$ cat src/rtl/img_mem_arbiter.sv
// Arbiter for the single-port image memory: VGA scan-out has priority over the zoom/host engine.
// Define ARB_STARVE_GUARD_EN to force-grant the engine after MAX_WAIT consecutive denied cycles.
module img_mem_arbiter #(
    parameter int DATA_W     = 8,
    parameter int ADDR_W     = 18,
    parameter int RD_LATENCY = 2,
    parameter int MAX_WAIT   = 4
) (
    input  logic              clock,
    input  logic              reset,
    input  logic              vga_req,
    input  logic [ADDR_W-1:0] vga_addr,
    output logic              vga_gnt,
    output logic [DATA_W-1:0] vga_rdata,
    output logic              vga_rvalid,
    input  logic              alg_req,
    input  logic              alg_we,
    input  logic [ADDR_W-1:0] alg_addr,
    input  logic [DATA_W-1:0] alg_wdata,
    output logic              alg_gnt,
    output logic [DATA_W-1:0] alg_rdata,
    output logic              alg_rvalid,
    output logic [ADDR_W-1:0] mem_addr,
    output logic [DATA_W-1:0] mem_data,
    output logic              mem_wren,
    input  logic [DATA_W-1:0] mem_q,
    output logic [2:0]        starve_cnt
);

    typedef enum logic [1:0] {IDLE, GNT_VGA, GNT_ALG_RD, GNT_ALG_WR} state_t;

    state_t                state, state_nxt;
    logic                  guard_fire;
    logic [2:0]            starve_nxt;
    logic                  rd_issue;
    logic [RD_LATENCY-1:0] tag_vld_p;
    logic [RD_LATENCY-1:0] tag_alg_p;

`ifdef ARB_STARVE_GUARD_EN
    localparam logic [2:0] WAIT_MAX = 3'(MAX_WAIT);

    function automatic logic [2:0] sat_inc(input logic [2:0] v);
        if (v >= WAIT_MAX)
            return WAIT_MAX;
        return v + 3'd1;
    endfunction

    logic alg_issue;

    assign guard_fire = (starve_cnt == WAIT_MAX);
    assign alg_issue  = (state_nxt == GNT_ALG_RD) || (state_nxt == GNT_ALG_WR);
    assign starve_nxt = (alg_req && !alg_issue) ? sat_inc(starve_cnt) : 3'd0;
`else
    assign guard_fire = 1'b0;
    assign starve_nxt = 3'd0;
`endif

    // Slot decision from the requests sampled this cycle
    always_comb begin
        state_nxt = IDLE;
        if (vga_req && !(alg_req && guard_fire))
            state_nxt = GNT_VGA;
        else if (alg_req)
            state_nxt = alg_we ? GNT_ALG_WR : GNT_ALG_RD;
    end

    assign rd_issue = (state_nxt == GNT_VGA) || (state_nxt == GNT_ALG_RD);

    assign vga_gnt  = (state == GNT_VGA);
    assign alg_gnt  = (state == GNT_ALG_RD) || (state == GNT_ALG_WR);
    assign mem_wren = (state == GNT_ALG_WR);

    always_ff @(posedge clock) begin
        if (reset) begin
            state      <= IDLE;
            starve_cnt <= 3'd0;
            mem_addr   <= '0;
            mem_data   <= '0;
            tag_vld_p  <= '0;
            tag_alg_p  <= '0;
            vga_rvalid <= 1'b0;
            alg_rvalid <= 1'b0;
            vga_rdata  <= '0;
            alg_rdata  <= '0;
        end else begin
            state      <= state_nxt;
            starve_cnt <= starve_nxt;
            case (state_nxt)
                GNT_VGA:    mem_addr <= vga_addr;
                GNT_ALG_RD: mem_addr <= alg_addr;
                GNT_ALG_WR: begin
                    mem_addr <= alg_addr;
                    mem_data <= alg_wdata;
                end
                default: ;
            endcase

            // Read tag pipeline: stage 0 enters with the issued slot
            tag_vld_p[0] <= rd_issue;
            tag_alg_p[0] <= (state_nxt == GNT_ALG_RD);
            for (int i = 1; i < RD_LATENCY; i++) begin
                tag_vld_p[i] <= tag_vld_p[i-1];
                tag_alg_p[i] <= tag_alg_p[i-1];
            end

            // Tail: memory data is captured for the owning requester
            vga_rvalid <= tag_vld_p[RD_LATENCY-1] && !tag_alg_p[RD_LATENCY-1];
            alg_rvalid <= tag_vld_p[RD_LATENCY-1] &&  tag_alg_p[RD_LATENCY-1];
            if (tag_vld_p[RD_LATENCY-1] && !tag_alg_p[RD_LATENCY-1])
                vga_rdata <= mem_q;
            if (tag_vld_p[RD_LATENCY-1] && tag_alg_p[RD_LATENCY-1])
                alg_rdata <= mem_q;
        end
    end

endmodule

$ cat config.mk
export PLATFORM = sky130hd
export DESIGN_NAME = img_mem_arbiter
export DESIGN_NICKNAME = d
export VERILOG_FILES = /design/src/rtl/img_mem_arbiter.sv
export SDC_FILE = /design/constraint.sdc
export NUM_CORES = 1
export LEC_CHECK = 0
export CORE_UTILIZATION = 40
export DETAILED_ROUTE_END_ITERATION = 12
export GPL_TIMING_DRIVEN = 1
export PLACE_DENSITY = 0.8
export SLEW_MARGIN = 0
export SYNTH_ARGS = -nofsm -noshare
export SYNTH_HDL_FRONTEND = slang
export SYNTH_SLANG_ARGS = --single-unit
$ cat constraint.sdc
create_clock -name clock -period 1.7 [get_ports clock]
set_input_delay 0.34 -clock clock [delete_from_list [all_inputs] [get_ports clock]]
set_output_delay 0.34 -clock clock [all_outputs]
set_load 0.02 [all_outputs]
**Yosys cells after proc, flatten, opt, wreduce, memory -nomap -nowiden**

Index checks and enable logic that the tools add are counted.

- Register bits after elaboration: 50
- Bits of input ports: 57
- Output and inout bits: 50
- Logic and storage cells: 26

- Equality and inequality tests: 6
- Mux-type cells: 4
- Reductions and logical operators: 7

Operators by type and width:

| kind | count |
|---|---|
| one-hot mux 18 bit (2 select lines) | 1 |
| equality test 2 bit, second input constant | 4 |
| equality test 2 x 1 -> 1 bit, second input constant | 2 |
| 2-to-1 mux 2 bit | 2 |
| logical AND 1 bit | 2 |
| logical OR 1 bit | 2 |
| nonzero test 2 bit | 1 |
| OR reduction 2 bit | 1 |
| logical NOT 1 bit | 1 |
| 2-to-1 mux 1 bit | 1 |

**Logic depth before layout (Yosys ltp)**

- Word-level depth: 6
- Mapped depth: 7
- Gate-level depth less buffers: 5

**Worst setup path after synthesis**

OpenSTA, ideal clock, no wires.

- Kind: input to register
- Start: input port vga_req
- End: register mem_addr[15]
- Library setup time: 0.103 ns
- Arrival: 1.473 ns
- Data required time: 1.597 ns
- Setup slack: 0.124 ns
- Cell stages on the path: 6
- Buffers on the path: 3
- Path through: nand2b_4 buf_2 ha_1 buf_4 buf_4 a2111oi_2

- Word-level cells in the longest chain between the ends: 4
- Elaborated cells between the ends (all ways): 7
- Those cells by class: 3 x eq/ne; 2 x mux; 2 x reduce/logical

Ends and longest elaborated chain:

| element | line | source |
|---|---|---|
| start, declared | 11 | `input logic vga_req,` |
| 2-to-1 mux 2 bit (*) | 61 | `if (vga_req && !(alg_req && guard_fire))` |
| equality test 2 bit | 88 | `case (state_nxt)` |
| OR reduction 2 bit (no line) | -- |  |
| one-hot mux 18 bit (2 select lines) or nonzero test 2 bit (tied branches) | -- |  |
| end signal, assigned | 89 | `GNT_VGA: mem_addr <= vga_addr;` |
| end signal, assigned | 90 | `GNT_ALG_RD: mem_addr <= alg_addr;` |
| end signal, assigned | 92 | `mem_addr <= alg_addr;` |
| end, declared | 23 | `output logic [ADDR_W-1:0] mem_addr,` |

Mark *: on every way between the ends. The rest lies on a longest branch, timed or not.
A chain may end at the register's enable or synchronous reset.

**Worst setup path after layout**

- Start: register alg_rdata[6]
- End: output port alg_rdata[6]

RTL lines:

| element | line | source |
|---|---|---|
| start, declared | 21 | `output logic [DATA_W-1:0] alg_rdata,` |
| start signal, assigned | 112 | `alg_rdata <= mem_q;` |

No word-level cell between the ends.

==> reports/qor.txt <==
ports placed on the boundary - 107
crit-path max FO - 2
top cells by area in the synthesized netlist - sky130_fd_sc_hd__dfxtp_1 47%, sky130_fd_sc_hd__a2111oi_2 13%, sky130_fd_sc_hd__nor3_1 8.5%
number of non-filler instances in the completed layout - 400
DP Worst Slack - -0.404 ns
type of the worst setup path - register to primary output
family with the most delay on the worst path - buffers and inverters
minimum setup slack in the final design - 0.0920 ns
Layout Cell Area excl Fill - 3330 um^2
Net count, final - 389
die outline height - 74.8 um
cell breakdown of the critical path - clkdlybuf4s50_1
largest vdd supply drop - 475 uV
result of the run - completed
top cells by instance count after synthesis - 50 x sky130_fd_sc_hd__dfxtp_1, 36 x sky130_fd_sc_hd__nor3_1, 25 x sky130_fd_sc_hd__nand2_1, 19 x sky130_fd_sc_hd__inv_1, 18 x sky130_fd_sc_hd__a2111oi_2
share of Yosys cell area claimed by the top area cell type - 47.3%
most frequently used cell type in the post-synthesis netlist - sky130_fd_sc_hd__dfxtp_1
worst-case headroom to the max-slew limit - 65.0%
actual slew at the worst max-slew pin - 0.524 ns
Hold Path Origin - tag_vld_p[0]
leakage dissipation - 0.00121 uW
Crit path largest cell delay - 0.62 ns
root buf cell - sky130_fd_sc_hd__clkbuf_8
total of endpoints with negative setup slack in the final report - 0
DPL Wire Length - 3590 um
CTS sink cnt - 50
asr flop ratio synth - 0%
number of DRC markers after the initial detailed-route iteration - 63
number of storage elements in the synthesis netlist - 50
Seq/Total Area, Yosys - 47.3%
origin of the critical flop-to-flop path - tag_alg_p[1]
Max H-tree Level - 2
area of the mapped netlist - 2120 um^2
antenna viol nets, final - 0
Total Power - 2550 uW
count of inserted antenna diode cells - 0
flop2flop setup slack - 0.49 ns
number of iterations in the first detailed-routing pass - 4
number of flops mapped to enable cells by yosys - 0
number of buffers added by the clock tree synthesis step - 5
number of instances on the worst hold path - 1
Hold Path End - tag_vld_p[1]
max-cap violations - 0
capture point of the worst reg-to-reg path - vga_rdata[2]
fraction of final layout cells sized beyond drive strength 1 - 12.4%
Die W - 74.8 um
end-of-flow core utilization - 65.3%
Site Rows - 26
Syn Area/Cell - 9.20 um^2
wirelength, routed - 4940 um
Fmax - 622 MHz
Startpoint Class - register
routed length per placed instance - 12.3 um
area of the die - 5590 um^2
number of hold-slack violations in the final timing report - 0
PD cells - 764 nW/um^2
Fill cells - 448
share of the clock period used by the worst path after layout - 94.6%
routability cong. - 0.806
slowest cell on the critical path - sky130_fd_sc_hd__clkdlybuf4s50_1
kind of end point of the critical path - primary output
later-pin clock latency in the skew report - 0.29 ns
Layout Skew - 0.00361 ns
worst hold path type - register to register
Final Critical Period - 1.61 ns
# placed instances - 392
Worst Setup SP - alg_rdata[6]
clock slew at reported path FFs - 0.08 ns
number of max-slew violations in the final report - 0
TritonCTS clock tree - yes
via count of the first global-routing pass - 1810
placeable core region - 5110 um^2
RSZ-0062 raised after global routing - false
total via count in the routed design - 1961
leading register cell type out of synthesis - sky130_fd_sc_hd__dfxtp_1
P&R area growth vs syn - 57.5%
Hold Buf Count CTS - 0
Worst Reg2Reg Path Length in Cells - 3
antenna violations before repair - 0
cell accounting for the most synthesized area - sky130_fd_sc_hd__dfxtp_1
residual overflow from global routing - 0
pin count of the biggest net entering global routing - 51
overall fraction of global-route tracks in use - 18.3%
Avg Vias per Cell - 4.90
cell area reported after detailed placement - 3220 um^2
yosys warns - 0
worst endpoint required time - 1.36 ns
starting utilization of the core area - 41.5%
Clock Path Buffers - 2
WP buf/inv - 1
post-synthesis instance total - 230
IO Port Bufs - 103
first-pass GRT wire length - 7800 um
number of distinct library cells after synthesis - 20
Arr. time, crit path - 1.27 ns
DRC viols - 0
==> worst max-delay path by stage <==
stage                   end  cells past startpoint
2_1_floorplan  mem_addr[15]                      6
3_3_place_gp    mem_data[1]                      7
3_5_place_dp    mem_data[0]                      7
4_1_cts        mem_addr[15]                      6
5_1_grt        alg_rdata[6]                      1
6_report       alg_rdata[6]                      1
==> state kept, by name, summed over array words and instances, names as in the netlist <==
register    count
alg_rdata       8
vga_rvalid      1
tag_alg_p       2
alg_rvalid      1
mem_addr       18
vga_rdata       8
tag_vld_p       2
state           2
mem_data        8
==> per-layer routing <==
layer	share of wire [%]	track usage [%]
met5	0	0
met4	2.2	8.18
met3	9.6	6.56
met2	47	31.1
met1	42	20.7
==> cell families (layout without fill, tap and decap cells) <==
family / Yosys count / in the layout / synth area share [%]
adders and majority gates: 3 / 3 / 1.77
DFF: 50 / 50 / 47.3
other: 1 / 3 / 0.177
and+or+nand+nor: 90 / 90 / 20.0
muxes: 8 / 8 / 3.78
AOI/OAI and AO/OA: 35 / 35 / 16.8
buffers and inverters: 43 / 141 / 10.2
==> where the power goes <==
group / internal [uW] / switching (uW)
combinational: 322 / 275
sequential: 1230 / 31.2
clock: 329 / 357
total: 1880 / 663
==> through the flow <==
stage	hold slack (ns)	TNS (ns)
after floorplan	0.414	0
after global routing	0.470	0
after detailed placement	0.420	-8.26
after CTS	0.448	0
final	0.444	0
after global placement	0.416	-7.13
==> cell type report <==
cell class	count	area, um^2	share of cell area (%)
Timing Repair Buffer	113	1140	34.1
Sequential cell	50	1000	30.0
Multi-Input combinational cell	139	936	28.1
Tap cell	70	87.6	2.63
Clock buffer	7	86.3	2.59
Inverter	20	80.1	2.40
Clock inverter	1	5.00	0.150
==> placed cells by master (no fill, tap or decap) <==
| master | count |
|---|---|
| sky130_fd_sc_hd__a21oi_1 | 16 |
| sky130_fd_sc_hd__clkbuf_1 | 1 |
| sky130_fd_sc_hd__clkinv_2 | 1 |
| sky130_fd_sc_hd__conb_1 | 3 |
| sky130_fd_sc_hd__dlygate4sd2_1 | 2 |
| sky130_fd_sc_hd__a21oi_2 | 1 |
| sky130_fd_sc_hd__clkdlybuf4s50_1 | 99 |
| sky130_fd_sc_hd__and2_1 | 1 |
| sky130_fd_sc_hd__nand2b_1 | 1 |
| sky130_fd_sc_hd__nand2b_4 | 1 |
| sky130_fd_sc_hd__dlymetal6s2s_1 | 1 |
| sky130_fd_sc_hd__a2111oi_2 | 18 |
| sky130_fd_sc_hd__nor2b_1 | 6 |
| sky130_fd_sc_hd__nor2_1 | 12 |
| sky130_fd_sc_hd__buf_12 | 3 |
| sky130_fd_sc_hd__buf_4 | 7 |
| sky130_fd_sc_hd__inv_6 | 1 |
| sky130_fd_sc_hd__clkbuf_8 | 6 |
| sky130_fd_sc_hd__ha_1 | 1 |
| sky130_fd_sc_hd__dfxtp_1 | 50 |
| sky130_fd_sc_hd__buf_2 | 1 |
| sky130_fd_sc_hd__nor3_1 | 36 |
| sky130_fd_sc_hd__mux2i_1 | 8 |
| sky130_fd_sc_hd__ha_4 | 2 |
| sky130_fd_sc_hd__nand3_1 | 8 |
| sky130_fd_sc_hd__nand2_1 | 25 |
| sky130_fd_sc_hd__inv_1 | 19 |
==> repair_timing <==
action	in CTS	in global routing
setup endpoints to repair	12	20
resized for setup	4	3
buffers inserted	0	0
(Power assumes the default switching activity.)
